--- config.mk ---
export PLATFORM = sky130hd
export DESIGN_NAME = ps2_key_sequencer
export DESIGN_NICKNAME = d
export VERILOG_FILES = /design/src/rtl/ps2_key_sequencer.sv
export SDC_FILE = /design/constraint.sdc
export NUM_CORES = 1
export LEC_CHECK = 0
export BUFFER_PORTS_ARGS = -buffer_cell sky130_fd_sc_hd__buf_4
export CORE_MARGIN = 10
export CORE_UTILIZATION = 51
export CTS_BUF_LIST = sky130_fd_sc_hd__clkbuf_16
export DETAILED_ROUTE_END_ITERATION = 16
export PLACE_DENSITY = 0.72
export SYNTH_ARGS = -nofsm -noshare
export SYNTH_HDL_FRONTEND = slang
export SYNTH_SLANG_ARGS = --single-unit
--- constraint.sdc ---
create_clock -name clk -period 2.4 [get_ports clk]
set_input_delay 0 -clock clk [delete_from_list [all_inputs] [get_ports clk]]
set_output_delay 0 -clock clk [all_outputs]
set_load 0.01 [all_outputs]
--- src/rtl/ps2_key_sequencer.sv ---
// PS/2 key-code to terminal byte-stream sequencer (ASCII, ANSI/VT100, VT52) with an output FIFO.
// Optional xterm modifier parameters are enabled by defining PS2_KEY_SEQUENCER_MODIFIERS_EN.
module ps2_key_sequencer #(
  parameter int FIFO_DEPTH = 8
) (
  input  logic                             clk,
  input  logic                             reset_low,
  output logic                             scan_code_ready,
  input  logic                             scan_code_valid,
  input  logic [7:0]                       scan_code_byte,
  input  logic                             scan_code_extended,
  input  logic                             scan_code_special,
  input  logic                             num_lock,
  input  logic                             control,
  input  logic                             caps_lock,
  input  logic                             shift,
  input  logic                             alt,
  input  logic                             vt52_mode,
  input  logic                             cursor_app_mode,
  output logic                             lookup_ce,
  output logic                             lookup_extended,
  output logic [7:0]                       lookup_scan_code,
  output logic                             lookup_num_lock,
  output logic                             lookup_control,
  output logic                             lookup_caps_lock,
  output logic                             lookup_shift,
  input  logic [7:0]                       key_code_q,
  input  logic                             character_ready,
  output logic                             character_valid,
  output logic [7:0]                       character_byte,
  output logic [$clog2(FIFO_DEPTH+1)-1:0]  fifo_level
);

  localparam int LW = $clog2(FIFO_DEPTH + 1);
  localparam int PW = $clog2(FIFO_DEPTH);

  typedef enum logic [3:0] {
    S_IDLE, S_LOOKUP, S_ESC, S_INTRO, S_TENS, S_ONES, S_SEMI, S_MOD, S_FINAL
  } state_t;

  state_t          state, state_next;
  logic [6:0]      key_q;
  logic            vt52_q, app_q;
  logic [3:0]      mod_q, mod_now;
  logic [LW-1:0]   level;
  logic [PW-1:0]   wr_ptr, rd_ptr;
  logic [7:0]      mem [FIFO_DEPTH];
  logic            push, pop, room;
  logic [7:0]      push_byte;

`ifdef PS2_KEY_SEQUENCER_MODIFIERS_EN
  assign mod_now = 4'd1 + {3'b000, shift} + {2'b00, alt, 1'b0} + {1'b0, control, 2'b00};
`else
  logic unused_alt;
  assign unused_alt = alt;
  assign mod_now    = 4'd1;
`endif

  assign lookup_extended  = scan_code_extended;
  assign lookup_scan_code = scan_code_byte;
  assign lookup_num_lock  = num_lock;
  assign lookup_control   = control;
  assign lookup_caps_lock = caps_lock;
  assign lookup_shift     = shift;

  // A key is started only when the longest sequence (7 bytes) is guaranteed to fit.
  assign room = (LW'(FIFO_DEPTH) - level) >= LW'(7);

  logic       num_form, multi;
  logic [7:0] ones_byte, final_byte;
  assign num_form   = key_q[6];
  assign multi      = mod_q > 4'd1;
  assign ones_byte  = num_form ? {4'h3, key_q[3:0]} : 8'h31;
  assign final_byte = num_form ? 8'h7E : {3'b010, key_q[4:0]};

  always_comb begin
    // NOTE: every output of this block gets a default first so no path can infer a latch.
    state_next      = state;
    push            = 1'b0;
    push_byte       = 8'h00;
    lookup_ce       = 1'b0;
    scan_code_ready = 1'b0;
    case (state)
      S_IDLE: begin
        scan_code_ready = room;
        if (scan_code_valid && room && !scan_code_special) begin
          lookup_ce  = 1'b1;
          state_next = S_LOOKUP;
        end
      end
      S_LOOKUP: begin
        if (key_code_q == 8'h00) begin
          state_next = S_IDLE;
        end else if (!key_code_q[7]) begin
          push       = 1'b1;
          push_byte  = {1'b0, key_code_q[6:0]};
          state_next = S_IDLE;
        end else begin
          state_next = S_ESC;
        end
      end
      S_ESC: begin
        push      = 1'b1;
        push_byte = 8'h1B;
        if (vt52_q) state_next = num_form ? S_IDLE : S_FINAL;
        else        state_next = S_INTRO;
      end
      S_INTRO: begin
        push      = 1'b1;
        push_byte = (num_form || (key_q[5] && (!app_q || multi))) ? 8'h5B : 8'h4F;
        if (num_form)   state_next = S_TENS;
        else if (multi) state_next = S_ONES;
        else            state_next = S_FINAL;
      end
      S_TENS: begin
        push = 1'b1;
        // A zero tens digit is skipped by emitting the ones digit in this same cycle.
        if (key_q[5:4] != 2'd0) begin
          push_byte  = {6'b001100, key_q[5:4]};
          state_next = S_ONES;
        end else begin
          push_byte  = ones_byte;
          state_next = multi ? S_SEMI : S_FINAL;
        end
      end
      S_ONES: begin
        push       = 1'b1;
        push_byte  = ones_byte;
        state_next = multi ? S_SEMI : S_FINAL;
      end
      S_SEMI: begin
        push       = 1'b1;
        push_byte  = 8'h3B;
        state_next = S_MOD;
      end
      S_MOD: begin
        push       = 1'b1;
        push_byte  = {4'h3, mod_q};
        state_next = S_FINAL;
      end
      S_FINAL: begin
        push       = 1'b1;
        push_byte  = final_byte;
        state_next = S_IDLE;
      end
      default: state_next = S_IDLE;
    endcase
  end

  // NOTE: sequential state uses non-blocking assignments so all registers update together.
  always_ff @(posedge clk or negedge reset_low) begin
    if (!reset_low) begin
      state  <= S_IDLE;
      key_q  <= 7'h00;
      vt52_q <= 1'b0;
      app_q  <= 1'b0;
      mod_q  <= 4'd1;
    end else begin
      state <= state_next;
      if (state == S_LOOKUP) begin
        key_q  <= key_code_q[6:0];
        vt52_q <= vt52_mode;
        app_q  <= cursor_app_mode;
        mod_q  <= mod_now;
      end
    end
  end

  assign pop = (level != '0) && character_ready;

  // NOTE: the storage array is not reset; emptiness is tracked by level alone.
  always_ff @(posedge clk) begin
    if (push) mem[wr_ptr] <= push_byte;
  end

  always_ff @(posedge clk or negedge reset_low) begin
    if (!reset_low) begin
      wr_ptr <= '0;
      rd_ptr <= '0;
      level  <= '0;
    end else begin
      if (push) wr_ptr <= wr_ptr + 1'b1;
      if (pop)  rd_ptr <= rd_ptr + 1'b1;
      case ({push, pop})
        2'b10:   level <= level + 1'b1;
        2'b01:   level <= level - 1'b1;
        default: level <= level;
      endcase
    end
  end

  assign character_valid = (level != '0);
  assign character_byte  = character_valid ? mem[rd_ptr] : 8'h00;
  assign fifo_level      = level;

endmodule

==> results.md, run 1 <==
- Tcrit/Tclk final: between 90% and 100%
- Pwr per Cell Area: between 1000 and 1500 mW/mm^2
- Number of max-cap violations: 0
- Setup TNS: 0 ns
- Cells taking the most area after synthesis: edfxtp_1 44%, dfrtp_1 15%, mux4_2 8.3%
- Total global-route track usage: between 10% and 20%
- Hold path startpoint: scan_code_byte[0]
- Ordered list of cells on the worst path: or3_4 > nor2_4 > inv_2 > nand2_2 > inv_2 > ha_4 > xor2_1 > ha_1 > a21oi_2 > xor2_1 > nor2_1 > xor2_1
- P_leak: around 1.7 nW
- Number of endpoints with negative hold slack in the final report: 0
- Top flip-flop cell by instance count after synthesis: edfxtp_1
- EDFF count, synth: 56
- Synthesized area divided by synthesized cell count: 14.8 um^2
- Cell depth of the worst setup path: 12
- Root cell of the clock tree: clkbuf_16
- Largest stage delay, worst path: between 0.4 and 0.5 ns
- Hold Path End: lookup_scan_code[0]
- Post-layout nets: between 300 and 400
- Worst Setup End Kind: flip-flop
- Critical setup path kind: reg2reg
- Status: complete, no violations
- Top Ports: 57
- Crit Reg-Reg Endpoint: fifo_level[2]
- Number of global-route vias before repair: between 2k and 2.5k
- Final-layout worst hold slack: 0.00000363 ns
- Most used cell, CP: xor2_1
- Maximum achievable frequency: ~440 MHz
- Clock Sink Count: 79
- Number of pins with negative max-slew slack in the final report: 0
- Initial standard-cell utilization of the core: 52.4%
- Synth Register Bits: a little under 80
- Mapped Nets: between 200 and 300
- Data required time at the worst endpoint: between 2 and 3 ns
- Yosys warnings: 0
- Buffers added on ports: 28
- Leading post-synthesis cells by instance count: 56 x edfxtp_1, 23 x dfrtp_1, 16 x buf_4, 14 x mux4_2, 14 x nor2_1
- CTS HTree Levels: 3
- Netlist cell types: 46
- Max rail drop VDD: ~760 uV
- Sequential element share of the synthesized area: between 50% and 60%
- Skew final: between 0.005 and 0.006 ns
- Hold Crit Class: in2out
- Proportion of layout cells with a drive suffix above 1: between 30 and 40%
- Remaining global-route overflow: 0
- ANT nets after route: 0
- Synth Cell Area: between 0.003 and 0.004 mm^2
- Register-to-register setup slack: about 0.13 ns
- CP delay by family, top: simple AND/OR/NAND/NOR gates
- TritonCTS clock tree: yes
- Core ar.: a little over 0.007 mm^2
- Proportion of register bits with asynchronous set or reset after synthesis: between 20% and 30%
- Worst slew margin relative to its limit: 40.4%
- Area leader, netlist: edfxtp_1
- Initial DRC count: around 120
- Count leader, synth: edfxtp_1
- Area enclosed by the die boundary: 0.0113 mm^2
- Number of setup violations in the final report: 0
- Worst skew pair latency: 0.33 ns
- Post-route DRC: 0
- Die Height: between 100 and 150 um
- Inserted Clock Buffers: 9
- Antenna violations before repair: 0
- Number of antenna diodes: 0
- Maximum clock insertion buffer count: 2
- Horiz. Die Dim: between 100 and 150 um
- Worst Hold Depth: 0
- Data arrival time at the worst-slack endpoint: between 2 and 2.5 ns
- Worst-path cell with the longest stage delay: or3_4
- Setup repair after global routing missed its margin: false
- Routability cong.: between 0.8 and 0.9
- Routed WL per cell: 17.5 um
- Number of cells produced by synthesis: 257
- Total buffers and inverters traversed by the critical path: 2
- Portion of synthesized cell area occupied by the leading cell type: around 44%
- Count of cells along the worst register-to-register path: 12
- Global-route wire length before repair: approximately 12000 um
- Via-per-instance ratio: between 5 and 6
- Clock slew at the register clock pins of the worst setup and hold paths: 0.06 ns
- Min Clock Period, post-route: 2.27 ns
- Final wirelength: roughly 7100 um
- Number of placement rows: 31
- Area added between synthesis and finish: 20.5%
- Total iterations of the first detailed-routing run: 4
- Count of vias placed by the detailed router: around 2.3k
- Type of origin of the critical path: flip-flop
- Maximum number of pins on one net before global-route repair: 24
- Worst-margin pin slew: between 0.8 and 0.9 ns
- Final HPWL from detailed placement: around 5000 um
- Critical register-to-register path startpoint: fifo_level[1]
- Worst-path maximum fanout: 4
-- worst max-delay path by stage --
stage | from | end | slack (ns)
final | fifo_level[1] | fifo_level[2] | 0.13
after global placement | fifo_level[1] | fifo_level[2] | 0.14
after floorplan | fifo_level[1] | fifo_level[2] | 0.02
after CTS | fifo_level[1] | fifo_level[2] | 0.05
after detailed placement | fifo_level[1] | fifo_level[2] | 0.07
after global routing | fifo_level[1] | fifo_level[2] | 0.005
-- flip-flops by register name, summed over array words and instances (netlist names) --
name	flops
fifo_level	4
key_q	7
rd_ptr	3
vt52_q	1
wr_ptr	3
app_q	1
state	4
mem	56
-- worst reg2reg max path, cell delays in order (launching register included) --
cell and delay, ns:
dfrtp_2 0.40, or3_4 0.41, nor2_4 0.12, inv_2 0.06
nand2_2 0.11, inv_2 0.07, ha_4 0.18, xor2_1 0.14
ha_1 0.19, a21oi_2 0.12, xor2_1 0.16, nor2_1 0.06
xor2_1 0.14
-- metrics by stage --
step / utilization, % / instances / setup WS, ns / instance area (um^2) / power [mW]
2_1_floorplan: - / 257 / 0.0202 / 3810 / 4.20
3_3_place_gp: 56.9 / 378 / 0.141 / 4130 / 4.94
3_5_place_dp: 56.9 / 378 / 0.0724 / 4130 / 5.03
4_1_cts: 62.8 / 406 / 0.0521 / 4560 / 6.45
5_1_grt: 63.2 / 406 / 0.00484 / 4580 / 6.84
6_report: 63.2 / 406 / 0.135 / 4580 / 6.41
-- per-layer routing --
layer / wire length (um) / part of all wire, % / GRT usage, % / up-vias
met2: 3540 / 50 / 21.8 / 64
li1: - / - / - / 1065
met3: 391 / 5.5 / 4.17 / 2
met5: 0 / 0 / 0 / -
met1: 3140 / 44 / 16.4 / 1135
met4: 42 / 0.59 / 4.64 / 0
-- power by group --
part / total [mW] / switching (mW) / internal [mW] / leakage, nW
Sequential: 2.37 / 0.344 / 2.02 / 0.793
Clock: 1.39 / 0.564 / 0.831 / 0.154
Combinational: 2.65 / 1.31 / 1.34 / 0.768
-- cell usage in the layout, fill, tap and decap left out, types with 2 or more instances in the layout --
master and n:
buf_4 49, dlygate4sd3_1 12, mux4_2 14, nor2b_1 6, nor3b_1 2, nor4b_2 3, a2111oi_2 2, o21ai_0 10
mux2_2 10, nand3_1 4, clkbuf_16 9, nor2_1 13, inv_2 3, edfxtp_1 56, nor4bb_4 2, xor2_1 3
o21bai_1 2, inv_1 3, a31oi_1 2, a211oi_1 2, clkinv_4 2, inv_8 2, a21oi_1 8, nor3_1 6
nand2b_1 4, xnor2_1 6, dfrtp_1 22, a221o_1 3, or3_4 2, nor4_1 2, ha_1 4, mux2i_1 9
a32oi_1 2, inv_6 2, nor2_4 2, nand2_1 6
-- what timing repair did --
action | CTS | global route
hold endpoints to repair | 35 | 0
endpoints found under the setup margin | 0 | 1
gates resized for setup | 0 | 5
hold buffers | 12 | 0
buffers inserted | 0 | 0
-- final cells by class --
| cell class | instances | area (um^2) |
|---|---|---|
| sequential | 79 | 2260 |
| clock buffer | 9 | 225 |
| inverter | 6 | 22.5 |
| timing repair buffer | 61 | 488 |
| fill | 535 | 2670 |
| multi-input combinational | 145 | 1380 |
| clock inverter | 7 | 87.6 |
| tap | 99 | 124 |
-- kinds of logic (layout without fill, tap and decap cells) --
kind of cell             after synthesis  after routing  share of synthesized area [%]
buffers and inverters                 33             83                           5.14
flip-flops                            79             79                           59.4
other                                  1              1                         0.0987
XOR/XNOR                               9              9                           2.07
adder cells (fa/ha/maj)                5              5                           1.65
AO/OA/AOI/OAI                         36             36                           6.62
AND/OR/NAND/NOR                       60             60                           11.1
multiplexers                          34             34                           13.9
(Power assumes the default switching activity.)
==> run 2: changes to the inputs <==
--- a/config.mk
+++ b/config.mk
@@ -6,11 +6,12 @@
 export NUM_CORES = 1
 export LEC_CHECK = 0
 export BUFFER_PORTS_ARGS = -buffer_cell sky130_fd_sc_hd__buf_4
+export CAP_MARGIN = 10
 export CORE_MARGIN = 10
 export CORE_UTILIZATION = 51
 export CTS_BUF_LIST = sky130_fd_sc_hd__clkbuf_16
 export DETAILED_ROUTE_END_ITERATION = 16
-export PLACE_DENSITY = 0.72
+export PLACE_DENSITY_LB_ADDON = 0.08
 export SYNTH_ARGS = -nofsm -noshare
 export SYNTH_HDL_FRONTEND = slang
 export SYNTH_SLANG_ARGS = --single-unit
==> run 2 against run 1 <==
  * Sequential share of layout area is 0.20 points lower
  * Largest power group unchanged
  * Hold slack stayed put
  * Via count is 0.84% lower
==> results.md, run 2 (synthesized netlist as in run 1, its figures left out) <==
- Count of cells along the worst register-to-register path: 12
- Pwr per Cell Area: roughly 1400 mW/mm^2
- Hold Path End: lookup_extended
- Power, Total: 6.64 mW
- Number of global-route vias before repair: approximately 2.4k
- Final cell utilization of the core: between 60% and 70%
- Worst slew margin relative to its limit: a little under two fifths
- P_leak: between 1.5 and 2 nW
- Remaining global-route overflow: 0
- Hold Crit Class: in2out
- Tcrit/Tclk final: between 90% and 100%
- CTS HTree Levels: 3
- Critical register-to-register path startpoint: fifo_level[1]
- Combined flip-flop and latch cell area: between 0.002 and 0.0025 mm^2
- Largest stage delay, worst path: 0.41 ns
- Most used cell, CP: xor2_1
- Post-route DRC: 0
- Critical setup path kind: reg2reg
- Worst Setup End Kind: flip-flop
- ANT nets after route: 0
- Worst Hold Depth: 0
- Min Clock Period, post-route: ~2.3 ns
- Core ar.: 0.00725 mm^2
- Data required time at the worst endpoint: ~2.6 ns
- Largest registers: mem: 56 flops, key_q: 7 flops
- Maximum number of pins on one net before global-route repair: 24
- Number of antenna diodes: 0
- CP delay by family, top: simple AND/OR/NAND/NOR gates
- Via-per-instance ratio: about 5.5
- Inserted Clock Buffers: 9
- Total iterations of the first detailed-routing run: 4
- Total global-route track usage: between 10% and 20%
- Post-layout nets: between 300 and 400
- Register bank with the most flops: mem
- Number of setup violations in the final report: 0
- Area enclosed by the die boundary: 0.0113 mm^2
- Buffers added on ports: 28
- Initial DRC count: 100
- Maximum clock insertion buffer count: 2
- Antenna violations before repair: 0
- Maximum achievable frequency: 437 MHz
- Horiz. Die Dim: about 110 um
- Global-route wire length before repair: about 12000 um
- Register-to-register setup slack: 0.11 ns
- Final design instance area without fill: ~0.0046 mm^2
- Max reg flops: 56
- Status: complete, no violations
- Worst-path cell with the longest stage delay: or3_4
- Area added between synthesis and finish: 21.1%
- Die Height: 106 um
- Max rail drop VDD: slightly above 600 uV
- Number of endpoints with negative hold slack in the final report: 0
- Worst-path maximum fanout: 4
- Final wirelength: approximately 7700 um
- Number of max-cap violations: 0
- Number of inserted filler cells in the final layout: around 560
- Initial standard-cell utilization of the core: 52.4%
- Proportion of layout cells with a drive suffix above 1: 35.9%
- Crit Reg-Reg Endpoint: fifo_level[2]
- Ordered list of cells on the worst path: or3_4 > nor2_4 > inv_2 > nand2_2 > inv_1 > ha_4 > xor2_1 > ha_1 > a21oi_2 > xor2_1 > nor2_1 > xor2_1
- Routed WL per cell: ~19 um
- Total buffers and inverters traversed by the critical path: 2
- Most frequent cells in the layout: 56 x edfxtp_1, 49 x buf_4, 21 x dfrtp_1
- Most frequent standard cell in the layout excluding fill and tap cells: edfxtp_1
- Post-CTS setup repair buffer count: 0
- Clock Sink Count: between 70 and 80
- Hold path startpoint: scan_code_extended
- Data arrival time at the worst-slack endpoint: 2.50 ns
- Area of combinational cells with multiple inputs: approximately 0.0014 mm^2
- Worst skew pair latency: ~0.33 ns
- Clock slew at the register clock pins of the worst setup and hold paths: about 0.060 ns
- Worst setup slack after layout: ~0.11 ns
- Final HPWL from detailed placement: around 5300 um
- Number of pins with negative max-slew slack in the final report: 0
- Type of origin of the critical path: flip-flop
- Post-place setup slack: approximately 0.093 ns
- Count of vias placed by the detailed router: between 2k and 2.5k
- Routability cong.: around 0.87
- Top Ports: between 50 and 60
- Number of placement rows: 31
- Worst-margin pin slew: 0.926 ns
- Root cell of the clock tree: clkbuf_16
- Placed Area: around 0.0041 mm^2
- Skew final: 0.00987 ns
- TritonCTS clock tree: yes
==> run 2: cell types whose count changed in the layout (fill, tap and decap cells not counted) <==
cell / previous run / this run
bufinv_16: 1 / 3
clkinv_4: 2 / 1
dfrtp_1: 22 / 21
dfrtp_2: 1 / 2
dlygate4sd3_1: 12 / 11
inv_1: 3 / 5
inv_2: 3 / 2
inv_8: 2 / 0
nor2_1: 13 / 14
nor2_2: 1 / 0
==> run 2: worst max path at each step <==
stage                             start             to  slack [ns]  depth (start not counted)
after floorplan           fifo_level[1]  fifo_level[2]        0.02                         12
after global placement    fifo_level[1]  fifo_level[2]        0.14                         12
after detailed placement  fifo_level[1]  fifo_level[2]        0.09                         12
after CTS                 fifo_level[1]  fifo_level[2]        0.08                         12
after global routing           state[0]  fifo_level[2]       -0.01                         10
final                     fifo_level[1]  fifo_level[2]        0.11                         12
==> run 2: layout make-up <==
class,count,area share (%)
clock buffer,9,4.89
inverter,6,0.489
multi-input combinational,145,29.8
sequential,79,49.1
clock inverter,7,2.61
tap,99,2.69
timing repair buffer,60,10.4
==> run 2: worst register-to-register path, stage by stage, from the launching register on <==
cell     delay, ns
dfrtp_2       0.40
or3_4         0.41
nor2_4        0.12
inv_2         0.05
nand2_2       0.09
inv_1         0.08
ha_4          0.18
xor2_1        0.14
ha_1          0.20
a21oi_2       0.11
xor2_1        0.17
nor2_1        0.07
xor2_1        0.14
==> run 2: power breakdown <==
group	switching, mW	internal [mW]	total [mW]
combinational	1.36	1.34	2.69
sequential	0.358	2.03	2.38
clock	0.537	1.02	1.56
total	2.25	4.38	6.64
==> run 2: stage by stage <==
stage	cells	hold WS, ns	setup TNS, ns
final	405	0.00000363	0
after detailed placement	378	-0.0811	0
after global routing	405	0.0000204	-0.0101
after global placement	378	-0.0852	0
after CTS	405	0.000119	0
after floorplan	257	-0.296	0
==> run 2: layer usage <==
metal / part of all wire, % / vias to the layer above / track usage [%]
met2: 49 / 50 / 22.7
met1: 45 / 1117 / 17.5
met5: 0 / - / 0
met3: 4.6 / 14 / 3.99
li1: - / 1066 / -
met4: 1.6 / 0 / 5.80
==> run 2: repair_timing <==
item	in CTS	in global routing
resized for setup	0	4
hold endpoints to repair	34	0
endpoints found under the setup margin	0	1
hold buffers	11	0
